`src/rtl/fpu_ss_pkg.sv`:
```
// ============================================================================
// Module : fpu_ss_pkg
// Brief  : Shared types for the FPU subsystem predecoder path.
// Rev    : 1.0
// ============================================================================
`default_nettype none

package fpu_ss_pkg;

    typedef struct packed {
        logic [31:0] q_instr_data;
    } acc_prd_req_t;

    typedef struct packed {
        logic       p_accept;
        logic       p_writeback;
        logic       p_is_mem_op;
        logic [2:0] p_use_rs;
    } acc_prd_rsp_t;

    typedef enum logic [1:0] {
        IDLE   = 2'd0,
        LOOKUP = 2'd1,
        RESP   = 2'd2
    } fpu_ss_prd_arb_state_e;

endpackage

`default_nettype wire

```
`src/rtl/fpu_ss_rr_pick.sv`:
```
// ============================================================================
// Module : fpu_ss_rr_pick
// Brief  : Combinational round-robin picker; first set request at or after rr_ptr.
// Rev    : 1.0
// ============================================================================
`default_nettype none

module fpu_ss_rr_pick #(
    parameter int NumReq   = 2,
    parameter int IdxWidth = $clog2(NumReq)
) (
    input  logic [NumReq-1:0]   req,
    input  logic [IdxWidth-1:0] rr_ptr,
    output logic                valid,
    output logic [IdxWidth-1:0] idx,
    output logic [NumReq-1:0]   grant
);

    int unsigned w_cand;

    always_comb begin
        valid  = 1'b0;
        idx    = '0;
        w_cand = 0;
        // Scan rr_ptr, rr_ptr+1, ... wrapping at NumReq; keep the first hit.
        for (int i = 0; i < NumReq; i++) begin
            w_cand = 32'(rr_ptr) + 32'(i);
            if (w_cand >= 32'(NumReq)) begin
                w_cand = w_cand - 32'(NumReq);
            end
            if (!valid && req[w_cand[IdxWidth-1:0]]) begin
                valid = 1'b1;
                idx   = w_cand[IdxWidth-1:0];
            end
        end
    end

    always_comb begin
        grant = '0;
        if (valid) begin
            grant[idx] = 1'b1;
        end
    end

endmodule

`default_nettype wire

```
`src/rtl/fpu_ss_prd_arbiter.sv`:
```
// ============================================================================
// Module : fpu_ss_prd_arbiter
// Brief  : Round-robin sharing of one predecoder among NumReq offload requesters.
// Rev    : 1.0
// ============================================================================
`default_nettype none

module fpu_ss_prd_arbiter
    import fpu_ss_pkg::*;
#(
    parameter int NumReq   = 2,
    parameter int IdxWidth = $clog2(NumReq)
) (
    input  logic                 clk_i,
    input  logic                 rst_i,
    input  logic [NumReq-1:0]    req_valid_i,
    output logic [NumReq-1:0]    req_ready_o,
    input  logic [NumReq*32-1:0] req_instr_i,
    output logic [NumReq-1:0]    rsp_valid_o,
    input  logic [NumReq-1:0]    rsp_ready_i,
    output acc_prd_rsp_t         rsp_o,
    output acc_prd_req_t         prd_req_o,
    input  acc_prd_rsp_t         prd_rsp_i,
    input  logic                 flush_i,
    output logic                 busy_o
);

    fpu_ss_prd_arb_state_e r_state;
    fpu_ss_prd_arb_state_e w_state_next;

    logic [IdxWidth-1:0] r_rr_ptr;
    logic [IdxWidth-1:0] r_owner;
    logic [31:0]         r_instr;
    acc_prd_rsp_t        r_rsp;

    logic                w_pick_valid;
    logic [IdxWidth-1:0] w_pick_idx;
    logic [NumReq-1:0]   w_pick_grant;
    logic                w_grant_fire;
    logic                w_rsp_capture;

    fpu_ss_rr_pick #(
        .NumReq (NumReq)
    ) u_rr_pick (
        .req    (req_valid_i),
        .rr_ptr (r_rr_ptr),
        .valid  (w_pick_valid),
        .idx    (w_pick_idx),
        .grant  (w_pick_grant)
    );

    always_ff @(posedge clk_i or posedge rst_i) begin
        if (rst_i) begin
            r_state <= IDLE;
        end else begin
            r_state <= w_state_next;
        end
    end

    always_comb begin
        w_state_next  = r_state;
        w_grant_fire  = 1'b0;
        w_rsp_capture = 1'b0;
        req_ready_o   = '0;
        rsp_valid_o   = '0;
        rsp_o         = '0;
        prd_req_o     = '0;
        busy_o        = (r_state != IDLE);
        case (r_state)
            IDLE: begin
                // A flush in IDLE suppresses the grant for this cycle.
                if (!flush_i && w_pick_valid) begin
                    w_grant_fire = 1'b1;
                    req_ready_o  = w_pick_grant;
                    w_state_next = LOOKUP;
                end
            end
            LOOKUP: begin
                prd_req_o.q_instr_data = r_instr;
                if (flush_i) begin
                    w_state_next = IDLE;
                end else begin
                    w_rsp_capture = 1'b1;
                    w_state_next  = RESP;
                end
            end
            RESP: begin
                prd_req_o.q_instr_data = r_instr;
                rsp_valid_o[r_owner]   = 1'b1;
                rsp_o                  = r_rsp;
                if (flush_i || rsp_ready_i[r_owner]) begin
                    w_state_next = IDLE;
                end
            end
            default: begin
                w_state_next = IDLE;
            end
        endcase
    end

    always_ff @(posedge clk_i or posedge rst_i) begin
        if (rst_i) begin
            r_rr_ptr <= '0;
            r_owner  <= '0;
            r_instr  <= '0;
            r_rsp    <= '0;
        end else begin
            if (w_grant_fire) begin
                r_owner  <= w_pick_idx;
                r_instr  <= req_instr_i[{w_pick_idx, 5'b00000} +: 32];
                r_rr_ptr <= (w_pick_idx == IdxWidth'(NumReq - 1)) ? '0
                                                                  : w_pick_idx + IdxWidth'(1);
            end
            if (w_rsp_capture) begin
                r_rsp <= prd_rsp_i;
            end
        end
    end

endmodule

`default_nettype wire

```
`config.mk`:
```
export PLATFORM = sky130hd
export DESIGN_NAME = fpu_ss_prd_arbiter
export DESIGN_NICKNAME = d
export VERILOG_FILES = /design/src/rtl/fpu_ss_pkg.sv /design/src/rtl/fpu_ss_rr_pick.sv /design/src/rtl/fpu_ss_prd_arbiter.sv
export SDC_FILE = /design/constraint.sdc
export NUM_CORES = 1
export LEC_CHECK = 0
export BUFFER_PORTS_ARGS = -buffer_cell sky130_fd_sc_hd__buf_2
export CAP_MARGIN = 20
export CORE_MARGIN = 8
export CORE_UTILIZATION = 35
export CTS_BUF_LIST = sky130_fd_sc_hd__clkbuf_8
export DETAILED_ROUTE_END_ITERATION = 8
export PLACE_DENSITY_LB_ADDON = 0.25
export SLEW_MARGIN = 10
export SYNTH_ARGS = -nofsm -noshare
export SYNTH_HDL_FRONTEND = slang
export SYNTH_SLANG_ARGS = --single-unit
```
`constraint.sdc`:
```
create_clock -name clk_i -period 3.6 [get_ports clk_i]
set_input_delay 0.18 -clock clk_i [delete_from_list [all_inputs] [get_ports clk_i]]
set_output_delay 0.18 -clock clk_i [all_outputs]
set_load 0.02 [all_outputs]
```
==> run summary, run 1 <==
Die footprint = 0.00923 mm²
Vias = 1940
Syn_nets = 281
Met1 usage = 0.173
Crit path time final = 2.59 ns
Area share of the leading cell type in the synthesized netlist = 0.468
Final WL = 6.47 mm
CTS sink cnt = 42
Synth area leader = dfrtp_1
Initial Util = 0.358
Area Growth Syn to Fin = 30.3%
Post-CTS setup buffer count = 0
Global-route track usage on met2 = 0.221
Hold Vio Cnt, Final = 0
DRT iter0 DRCs = 85
Final TNS setup = 0 ns
Final Util = 0.466
CTS Buf Count = 5
Cell chosen for the clock root = clkbuf_8
Main flop type after synthesis = dfrtp_1
Met3 Resource Use GR = 0.0437
Placed cell area = 0.00282 mm²
Die height = 96.1 µm
Post-synth ARST share = 1.00
Max-cap viol count = 0
Core area = 0.00628 mm²
Avg WL per Cell = 16.7 µm
Startpoint type of the worst setup path = flop
Status = complete, no violations
Most frequent cell after synthesis = dfrtp_1
CTS Buffer Depth = 2
Yosys cell types = 25
Fin area = 0.00293 mm²
Cells after synthesis = 201
Slew Viols, Final = 0
Detail Route Antenna Nets = 0
Synthesized area per cell = 11.2 µm²
Maximum vdd drop = 0.000294 V
Total track usage = 0.138
CP Cell Sequence = inv_1, ha_1, nor2b_2, buf_4, and3_1, buf_2
Vias in the first global route = 2114
Chip Width = 96.1 µm
Worst-skew pair later-pin latency = 0.29 ns
Post-synth EDFFs = 0
Power Density = 834 mW/mm²
Diodes inserted = 0
DR vias/cell = 5.01
DRC viols = 0
Worst path arrival time = 2.41 ns
Post-CTS Hold Fix Bufs = 0
CP Max Fanout = 37
Nets = 389
Initial antenna violation count = 0
Worst Path Required = 3.42 ns
Crit Path Class = flop to primary output
Overflow after GRT = 0
Largest net degree at the start of global routing = 43
Fillers = 608
Htree depth = 2
Worst Path Buf+Inv = 3
Least-Margin Pin Slew = 0.886 ns
CP Capture Type = primary output
Fmax = 386 MHz
Slew margin rel. = 0.408
FF+latch count, synth = 42
RSZ-0062 raised after global routing = false
DP Wirelength = 4.65 mm
First-pass GRT wire length = 9.96 mm
Setup Skew = 0.00826 ns
Max incr delay on CP = 0.65 ns
CP max-delay cell = and3_1
# resized after CTS = 0
Row count = 29
DRT Pass-1 Iters = 4
Final critical-path share of the clock period = 0.720
Clk slew on worst S/H paths = 0.08 ns
TritonCTS clock tree = yes
Layout cell share with drive strength beyond 1 = 0.445
Top cells by count, synth = 42 x dfrtp_1, 40 x and2_1, 32 x a221o_1
Most used routing layer = met2
Sequential fraction of the synthesis area = 0.468
Gpl congestion = 0.770
Synth area leaders = dfrtp_1 47%, a221o_1 14%, and2_1 11%
PortBufs = 119
Setup violators final = 0
Synth Warn # = 0
P_leak = 0.00152 µW
Mapped cell area = 0.00224 mm²
Cell family with the largest share of critical-path delay = simple AND/OR/NAND/NOR gates
IO Count = 120
Min-Delay Path Class = input pin to asynchronous set/reset pin
path summary, 6_finish.rpt:
path	start	to	slack [ns]	cells past startpoint
hold reg to reg	r_rsp[0]	r_rsp[0]	0.50	1
setup reg to reg	r_state[0]	r_instr[11]	1.15	7
hold / removal	rst_i	r_instr[6]	0.08	2
max in group asynchronous	rst_i	r_rsp[1]	2.96	2
setup / recovery	r_state[0]	req_ready_o[1]	1.01	6
min in group clk_i	req_instr_i[51]	r_instr[19]	0.11	2
worst register-to-register path, cell delays in order (launching register included):
cell and delay, ns:
dfrtp_1 0.39, inv_1 0.11, ha_1 0.23, nor2b_2 0.15, buf_4 0.32, and3_1 0.65
buf_4 0.36, a221o_1 0.19
area by class of cell:
| type | count | area, µm² | area share |
|---|---|---|---|
| multi-input cells | 133 | 1040 | 0.356 |
| well taps | 77 | 96.3 | 0.0329 |
| clock inverters | 2 | 8.76 | 0.00299 |
| flip-flops and latches | 42 | 1050 | 0.359 |
| inverters | 5 | 18.8 | 0.00642 |
| clock buffers | 6 | 82.6 | 0.0282 |
| repair buffers | 122 | 626 | 0.214 |
layout by cell type, fill, tap and decap left out, types with 2 or more instances in the layout:
| master | instances |
|---|---|
| buf_2 | 119 |
| dfrtp_1 | 42 |
| and2_1 | 40 |
| a221o_1 | 32 |
| a21boi_0 | 29 |
| mux2_2 | 6 |
| clkbuf_8 | 6 |
| inv_1 | 5 |
| a21boi_1 | 3 |
| ha_1 | 3 |
| nand2_1 | 2 |
| o22ai_1 | 2 |
| nor2b_1 | 2 |
| a21oi_1 | 2 |
| nor2_1 | 2 |
| buf_4 | 2 |
sequential cells by signal (all words and copies together) (netlist names):
| signal | count |
|---|---|
| r_rsp | 6 |
| r_state | 2 |
| r_owner | 1 |
| r_instr | 32 |
| r_rr_ptr | 1 |
report_power, final:
part / internal (µW) / switching, µW
Sequential: 696 / 102
Combinational: 579 / 757
Clock: 152 / 156
cell families after synthesis:
family,share of synthesized area
adder cells (fa/ha/maj),0.0167
AND/OR/NAND/NOR,0.140
flip-flops,0.468
multiplexers,0.0346
buffers and inverters,0.0686
AO/OA/AOI/OAI,0.272
metrics by stage:
stage	cells	setup slack, ns	hold WS [ns]	power, µW
2_1_floorplan	201	1.87	0.325	1770
3_3_place_gp	378	1.25	0.411	2140
3_5_place_dp	378	1.20	0.414	2160
4_1_cts	386	0.987	0.107	2480
5_1_grt	387	0.885	0.0930	2650
6_report	387	1.01	0.0802	2440
per-layer routing:
| layer | up-vias | part of all wire |
|---|---|---|
| li1 | 952 | - |
| met5 | - | 0 |
| met3 | 4 | 0.077 |
| met2 | 69 | 0.49 |
| met4 | 0 | 0.0082 |
| met1 | 915 | 0.42 |
No activity file was read; power rests on OpenSTA's default activity.
==> inputs of run 2 (changes only) <==
clock period = 2.25 ns   (was 3.6 ns; I/O delays follow)
==> run 2 against run 1 <==
The flow now finishes with violations (hold timing). Non-clock buffer count rose by 4. Hold slack worse by 0.086 ns. Count of clock-buffer cells in the layout stayed put. Sequential power grew 59%. Sequential cell count stayed put. Combinational power grew 69%. Largest cell class unchanged. Largest power group unchanged.
==> run summary, run 2 (same netlist as run 1, synthesis figures left out) <==
Status = complete, but fails checks
Failing checks = hold timing
Post-CTS Hold Fix Bufs = 0 (unchanged)
P_int = 2380 µW (+67%)
R2r endpoint = r_instr[28]
Top Registers = r_instr x32, r_rsp x6, r_state x2
Worst-skew pair later-pin latency = 0.29 ns (about the same)
Avg WL per Cell = 16.8 µm (+0.43%)
Startpoint type of the worst setup path = flop
CP Cell Sequence = inv_1, ha_1, nor2b_4, buf_4, and3_1, buf_6, buf_2
Worst Path Required = 2.14 ns (-1.28 ns)
Inst Count DP = 383 (+1.3%)
Setup violators final = 0 (unchanged)
Layout cell share with drive strength beyond 1 = 0.455 (+0.0103)
Chip Width = 96.1 µm (unchanged)
Cell chosen for the clock root = clkbuf_8
Max FFs per register = 32 (unchanged)
Max-cap viol count = 0 (unchanged)
IO Count = 120 (unchanged)
Clock power share = 0.126 (about the same)
Area Growth Syn to Fin = 32.4%
Fmax = 484 MHz
RSZ-0062 raised after global routing = false
DP Wirelength = 4.99 mm (+7.3%)
Die footprint = 0.00923 mm² (unchanged)
Finished Layout Cells = 391 (+1.0%)
Crit Path Class = flop to primary output
Worst Path Buf+Inv = 4 (+1)
DRC viols = 0 (unchanged)
Setup Skew = 0.00524 ns (-0.00301 ns)
CTS sink cnt = 42 (unchanged)
Clk slew on worst S/H paths = 0.08 ns (about the same)
Initial Util = 0.358 (unchanged)
Max incr delay on CP = 0.38 ns (-0.27 ns)
# resized after CTS = 0 (unchanged)
DRT Pass-1 Iters = 4 (unchanged)
Total track usage = 0.142 (+0.00362)
CP max-delay cell = dfrtp_1
Slew Viols, Final = 0 (unchanged)
P_leak = 0.00154 µW (+1.4%)
Crit path time final = 2.06 ns
Die height = 96.1 µm (unchanged)
RR Startpoint = r_state[0]
CTS Buf Count = 5 (unchanged)
Post-CTS setup buffer count = 0 (unchanged)
Share of power burned in registers = 0.315 (-0.012)
Commonest non-fill, non-tap cell in the layout = buf_2
First-pass GRT wire length = 10.2 mm (+2.5%)
Overflow after GRT = 0 (unchanged)
PortBufs = 119 (unchanged)
Sw Share = 0.412 (-0.00397)
Final TNS setup = 0 ns (unchanged)
Maximum vdd drop = 0.000492 V (+68%)
Top reg by flops = r_instr
Power Density = 1360 mW/mm² (+63%)
Worst path arrival time = 1.95 ns (-0.46 ns)
CTS Buffer Depth = 2 (unchanged)
Combinational share of power = 0.559 (+0.012)
Least-Margin Pin Slew = 0.874 ns (-0.0127 ns)
Cell family with the largest share of critical-path delay = buffers and inverters
Vias in the first global route = 2158 (+2.1%)
R2R Setup Slk = 0.42 ns (-0.73 ns)
Final WL = 6.57 mm (+1.5%)
P_sw = 1660 µW (+64%)
Diodes inserted = 0 (unchanged)
Final critical-path share of the clock period = 0.918
Detail Route Antenna Nets = 0 (unchanged)
Nets = 393 (+1.0%)
Min-Delay Path Class = input pin to asynchronous set/reset pin
Worst hold slack = -0.00561 ns (-0.0858 ns)
Row count = 29 (unchanged)
CP Capture Type = primary output
DRT iter0 DRCs = 74 (-13%)
Largest net degree at the start of global routing = 43 (unchanged)
Htree depth = 2 (unchanged)
Hold Vio Cnt, Final = 9 (+9)
Core area = 0.00628 mm² (unchanged)
Slew margin rel. = 0.417 (+0.00846)
TritonCTS clock tree = yes
DR vias/cell = 5.03 (+0.41%)
Initial antenna violation count = 0 (unchanged)
Vias = 1968 (+1.4%)
Gpl congestion = 0.708 (-8.1%)
Worst r2r path cells = 7 (unchanged)
Commonest non-fill, non-tap cells in the layout = 119 x buf_2, 42 x dfrtp_1, 40 x and2_1
CP Max Fanout = 14 (-62%)
[run 2: cell types whose count changed in the layout (fill, tap and decap cells not counted), sizes merged]
| cell | before | now |
|---|---|---|
| inv | 6 | 5 |
| clkinvlp | 0 | 1 |
| buf | 122 | 126 |
[run 2: power by group through the flow]
stage | sequential (µW) | combinational [µW] | clock (µW)
2_1_floorplan | 1230 | 1600 | 0
5_1_grt | 1320 | 2480 | 559
4_1_cts | 1270 | 2290 | 526
6_report | 1270 | 2260 | 507
3_5_place_dp | 1290 | 2280 | 0
3_3_place_gp | 1270 | 2260 | 0
[run 2: through the flow]
stage	instance area (µm²)	util	hold slack, ns	setup WS [ns]	total power, µW
CTS	2960	0.472	0.0333	0.102	4090
detailed placement	2870	0.457	0.347	0.425	3570
finish	2970	0.474	-0.00561	0.185	4040
global placement	2870	0.457	0.342	0.473	3530
global route	2970	0.474	0.0266	0.0379	4360
floorplan	2240	-	0.258	0.516	2830
[run 2: how the worst max path moves through the flow]
stage,startpoint,endpoint,slack (ns),depth (start not counted)
after global routing,r_state[0],req_ready_o[1],0.04,7
after floorplan,r_state[0],r_instr[0],0.52,8
final,r_state[0],req_ready_o[1],0.19,7
after global placement,r_state[0],r_instr[23],0.47,7
after detailed placement,r_state[0],r_instr[23],0.43,7
after CTS,r_state[0],req_ready_o[1],0.10,7
[run 2: per-layer routing]
| metal | up-vias | wire, µm | GRT usage | part of all wire |
|---|---|---|---|---|
| met4 | 0 | 97 | 0.0487 | 0.015 |
| met1 | 933 | 2600 | 0.170 | 0.40 |
| met2 | 70 | 3400 | 0.236 | 0.52 |
| met3 | 9 | 470 | 0.0413 | 0.072 |
| met5 | - | 0 | 0 | 0 |
| li1 | 956 | - | - | - |
[run 2: area by class of cell]
type	instances	area [µm²]
clock buffer	6	82.6
clock inverter	2	12.5
fill	612	3300
inverter	5	18.8
multi-input combinational	133	1050
sequential	42	1050
tap	77	96.3
timing repair buffer	126	664
[run 2: worst reg2reg max path, cell delays in order (launching register included)]
cell and delay [ns]:
dfrtp_1 0.35, inv_1 0.08, ha_1 0.25, nor2b_4 0.15, buf_4 0.17, and3_1 0.19
buf_4 0.21, a221o_1 0.32
==> inputs of run 3 (changes only) <==
ABC_AREA = 1   (was not set)
HOLD_SLACK_MARGIN = 0.06   (was not set)
==> run 3 against run 2 <==
The run now ends clean. Clock skew grew 0.0027 ns. Core utilization is 0.61 points lower. Via count grew 33%. Highest routed layer unchanged. First-iteration DRC count is 1.4% lower. Setup slack improved by 0.21 ns. Non-clock buffer count is 7 higher. Routed wire length increased by 11%. Sequential share of layout area down 3.7 points. Sequential power barely moved. Critical path type unchanged. Critical path depth unchanged. Global-route usage increased by 0.98 points.
==> run summary, run 3 <==
Status = complete, no violations
Slew margin rel. = 0.425 (+0.00874)
Synthesized area per cell = 6.47 µm² (-42%)
Synth area leader = dfrtp_1
Worst r2r path cells = 7 (unchanged)
Cells after synthesis = 388 (+93%)
Setup WS post-layout = 0.394 ns (+0.209 ns)
Crit path depth = 7 (unchanged)
# resized after CTS = 0 (unchanged)
CTS sink cnt = 42 (unchanged)
Global-route track usage on met2 = 0.274 (+0.0380)
Largest net degree at the start of global routing = 43 (unchanged)
PortBufs = 119 (unchanged)
First-pass GRT wire length = 12.4 mm (+21%)
Overflow after GRT = 0 (unchanged)
Cell family with the largest share of critical-path delay = simple AND/OR/NAND/NOR gates
Maximum vdd drop = 0.000401 V (-18%)
Mapped cell area = 0.00251 mm² (+12%)
Slew Viols, Final = 0 (unchanged)
IO Count = 120 (unchanged)
Crit Path Class = flop to primary output
Chip Width = 101 µm (+4.8%)
RR Startpoint = r_state[0]
Syn_nets = 468 (+67%)
CP Capture Point = req_ready_o[1]
Met3 Resource Use GR = 0.0366 (-0.00474)
Least-Margin Pin Slew = 0.861 ns (-0.0131 ns)
Fillers = 793 (+30%)
Final Util = 0.467 (-0.00611)
Top cells by count, synth = 227 x nand2_1, 51 x inv_1, 42 x dfrtp_1
Row count = 31 (+6.9%)
CTS Buf Count = 5 (unchanged)
Cell chosen for the clock root = clkbuf_8
Worst slack, placed = 0.642 ns (+0.217 ns)
Layout cell share with drive strength beyond 1 = 0.275 (-0.180)
Vias = 2622 (+33%)
Post-synth ARST share = 1.00 (unchanged)
Final critical-path share of the clock period = 0.825 (-0.0929)
Worst hold slack = 0.112 ns (+0.118 ns)
Initial antenna violation count = 0 (unchanged)
Hold Vio Cnt, Final = 0 (-9)
Worst-skew pair later-pin latency = 0.29 ns (about the same)
Initial Util = 0.353 (-0.00416)
FF+latch count, synth = 42 (unchanged)
Avg WL per Cell = 12.0 µm (-29%)
Inst Count DP = 593 (+55%)
Met1 usage = 0.164 (-0.00618)
CP most frequent cell = inv_1
Crit path from = r_state[0]
Min-Delay Path Class = input pin to flop
HP Start = req_instr_i[24]
Clk slew on worst S/H paths = 0.08 ns (about the same)
Fmax = 539 MHz (+11%)
RSZ-0062 raised after global routing = false
Setup Skew = 0.00797 ns (+0.00272 ns)
Post-CTS setup buffer count = 0 (unchanged)
Final TNS setup = 0 ns (unchanged)
Top Registers = r_instr x32, r_rsp x6, r_state x2
Nets = 588 (+50%)
Worst Path Required = 2.14 ns (about the same)
Commonest non-fill, non-tap cells in the layout = 227 x nand2_1, 119 x buf_2, 51 x inv_1
Max-cap viol count = 0 (unchanged)
Core area = 0.00710 mm² (+13%)
Die footprint = 0.0101 mm² (+9.7%)
Worst Path Buf+Inv = 4 (unchanged)
Finished Layout Cells = 608 (+55%)
DRC viols = 0 (unchanged)
TritonCTS clock tree = yes
Max incr delay on CP = 0.40 ns (+0.02 ns)
Synth area leaders = dfrtp_1 42%, nand2_1 34%, inv_1 7.6%
Most frequent cell after synthesis = nand2_1
Htree depth = 2 (unchanged)
Die height = 101 µm (+4.8%)
DR vias/cell = 4.31 (-14%)
CTS Buffer Depth = 2 (unchanged)
R2R Setup Slk = 0.64 ns (+0.22 ns)
R2r endpoint = r_instr[12]
Vias in the first global route = 2793 (+29%)
Diodes inserted = 0 (unchanged)
DRT iter0 DRCs = 73 (-1.4%)
Post-synth EDFFs = 0 (unchanged)
Main flop type after synthesis = dfrtp_1
DRT Pass-1 Iters = 4 (unchanged)
Synth Warn # = 0 (unchanged)
CP max-delay cell = dfrtp_1
Setup violators final = 0 (unchanged)
Commonest non-fill, non-tap cell in the layout = nand2_1
Area Growth Syn to Fin = 32.3%
CP Capture Type = primary output
Final WL = 7.30 mm (+11%)
Power Density = 1190 mW/mm² (-13%)
Max FFs per register = 32 (unchanged)
Total track usage = 0.151 (+0.00984)
DP Wirelength = 5.42 mm (+8.7%)
Worst path arrival time = 1.74 ns (-0.21 ns)
Startpoint type of the worst setup path = flop
CP Max Fanout = 20 (+6)
Post-CTS Hold Fix Bufs = 7 (+7)
P_leak = 0.00231 µW (+50%)
Yosys cell types = 18 (-28%)
Gpl congestion = 0.773 (+9.2%)
Detail Route Antenna Nets = 0 (unchanged)
Most used routing layer = met2
Sequential fraction of the synthesis area = 0.419 (-0.0493)
Crit path time final = 1.86 ns (-0.209 ns)
CP Cell Sequence = inv_1, ha_1, inv_1, nor2_8, nand2_1, inv_1, buf_2
Area share of the leading cell type in the synthesized netlist = 0.419 (-0.0493)
Top reg by flops = r_instr
## run 3: cell types whose count changed after synthesis, moves of 4 or more
cell / delta
a221o_1: -32
and2_1: -40
a21boi_0: -29
nand3_1: +34
clkbuf_1: -7
nand2_1: +225
inv_1: +46
mux2_2: -6
buf_2: +6
buf_6: -4
buf_4: +4
## run 3: power by group
part	internal (µW)	switching (µW)	total [µW]
Combinational	710	1450	2160
Sequential	1100	187	1290
Clock	243	244	487
Total	2060	1880	3940
## run 3: worst min path at each step
stage	to	slack (ns)	cells after the start
final	r_instr[24]	0.11	5
after global routing	r_instr[5]	0.12	5
after CTS	r_instr[19]	0.10	5
after detailed placement	r_rsp[1]	0.32	3
after global placement	r_rsp[0]	0.32	3
after floorplan	r_rsp[0]	0.23	2
## run 3: worst register-to-register path, stage by stage (launching register included)
cell	delay, ns
dfrtp_1	0.40
inv_1	0.09
ha_1	0.19
inv_1	0.12
nor2_8	0.30
buf_4	0.29
nand2_1	0.08
nand2_1	0.07
## run 3: cell type report
cell class	instances	area (µm²)	share of cell area
multi-input cells	273	1130	0.341
flip-flops and latches	42	1050	0.317
repair buffers	133	718	0.216
inverters	53	201	0.0607
well taps	99	124	0.0373
clock buffers	6	82.6	0.0249
clock inverters	2	8.76	0.00264
## run 3: through the flow
stage / power, µW / area, µm²
4_1_cts: 4020 / 3320
5_1_grt: 4320 / 3320
3_3_place_gp: 3470 / 3160
3_5_place_dp: 3500 / 3160
6_report: 3940 / 3320
2_1_floorplan: 2800 / 2510
## run 3: per-layer routing
| layer | vias up | part of all wire |
|---|---|---|
| met2 | 74 | 0.49 |
| met4 | 0 | 0.015 |
| met3 | 8 | 0.068 |
| met5 | - | 0 |
| li1 | 1375 | - |
| met1 | 1165 | 0.43 |
## run 3: cell families after synthesis
kind of cell               after synthesis  share of synthesized area
buffers and inverters                   73                      0.130
DFF                                     42                      0.419
AOI/OAI and AO/OA                        3                     0.0105
adders and majority gates                3                     0.0150
and+or+nand+nor                        267                      0.426
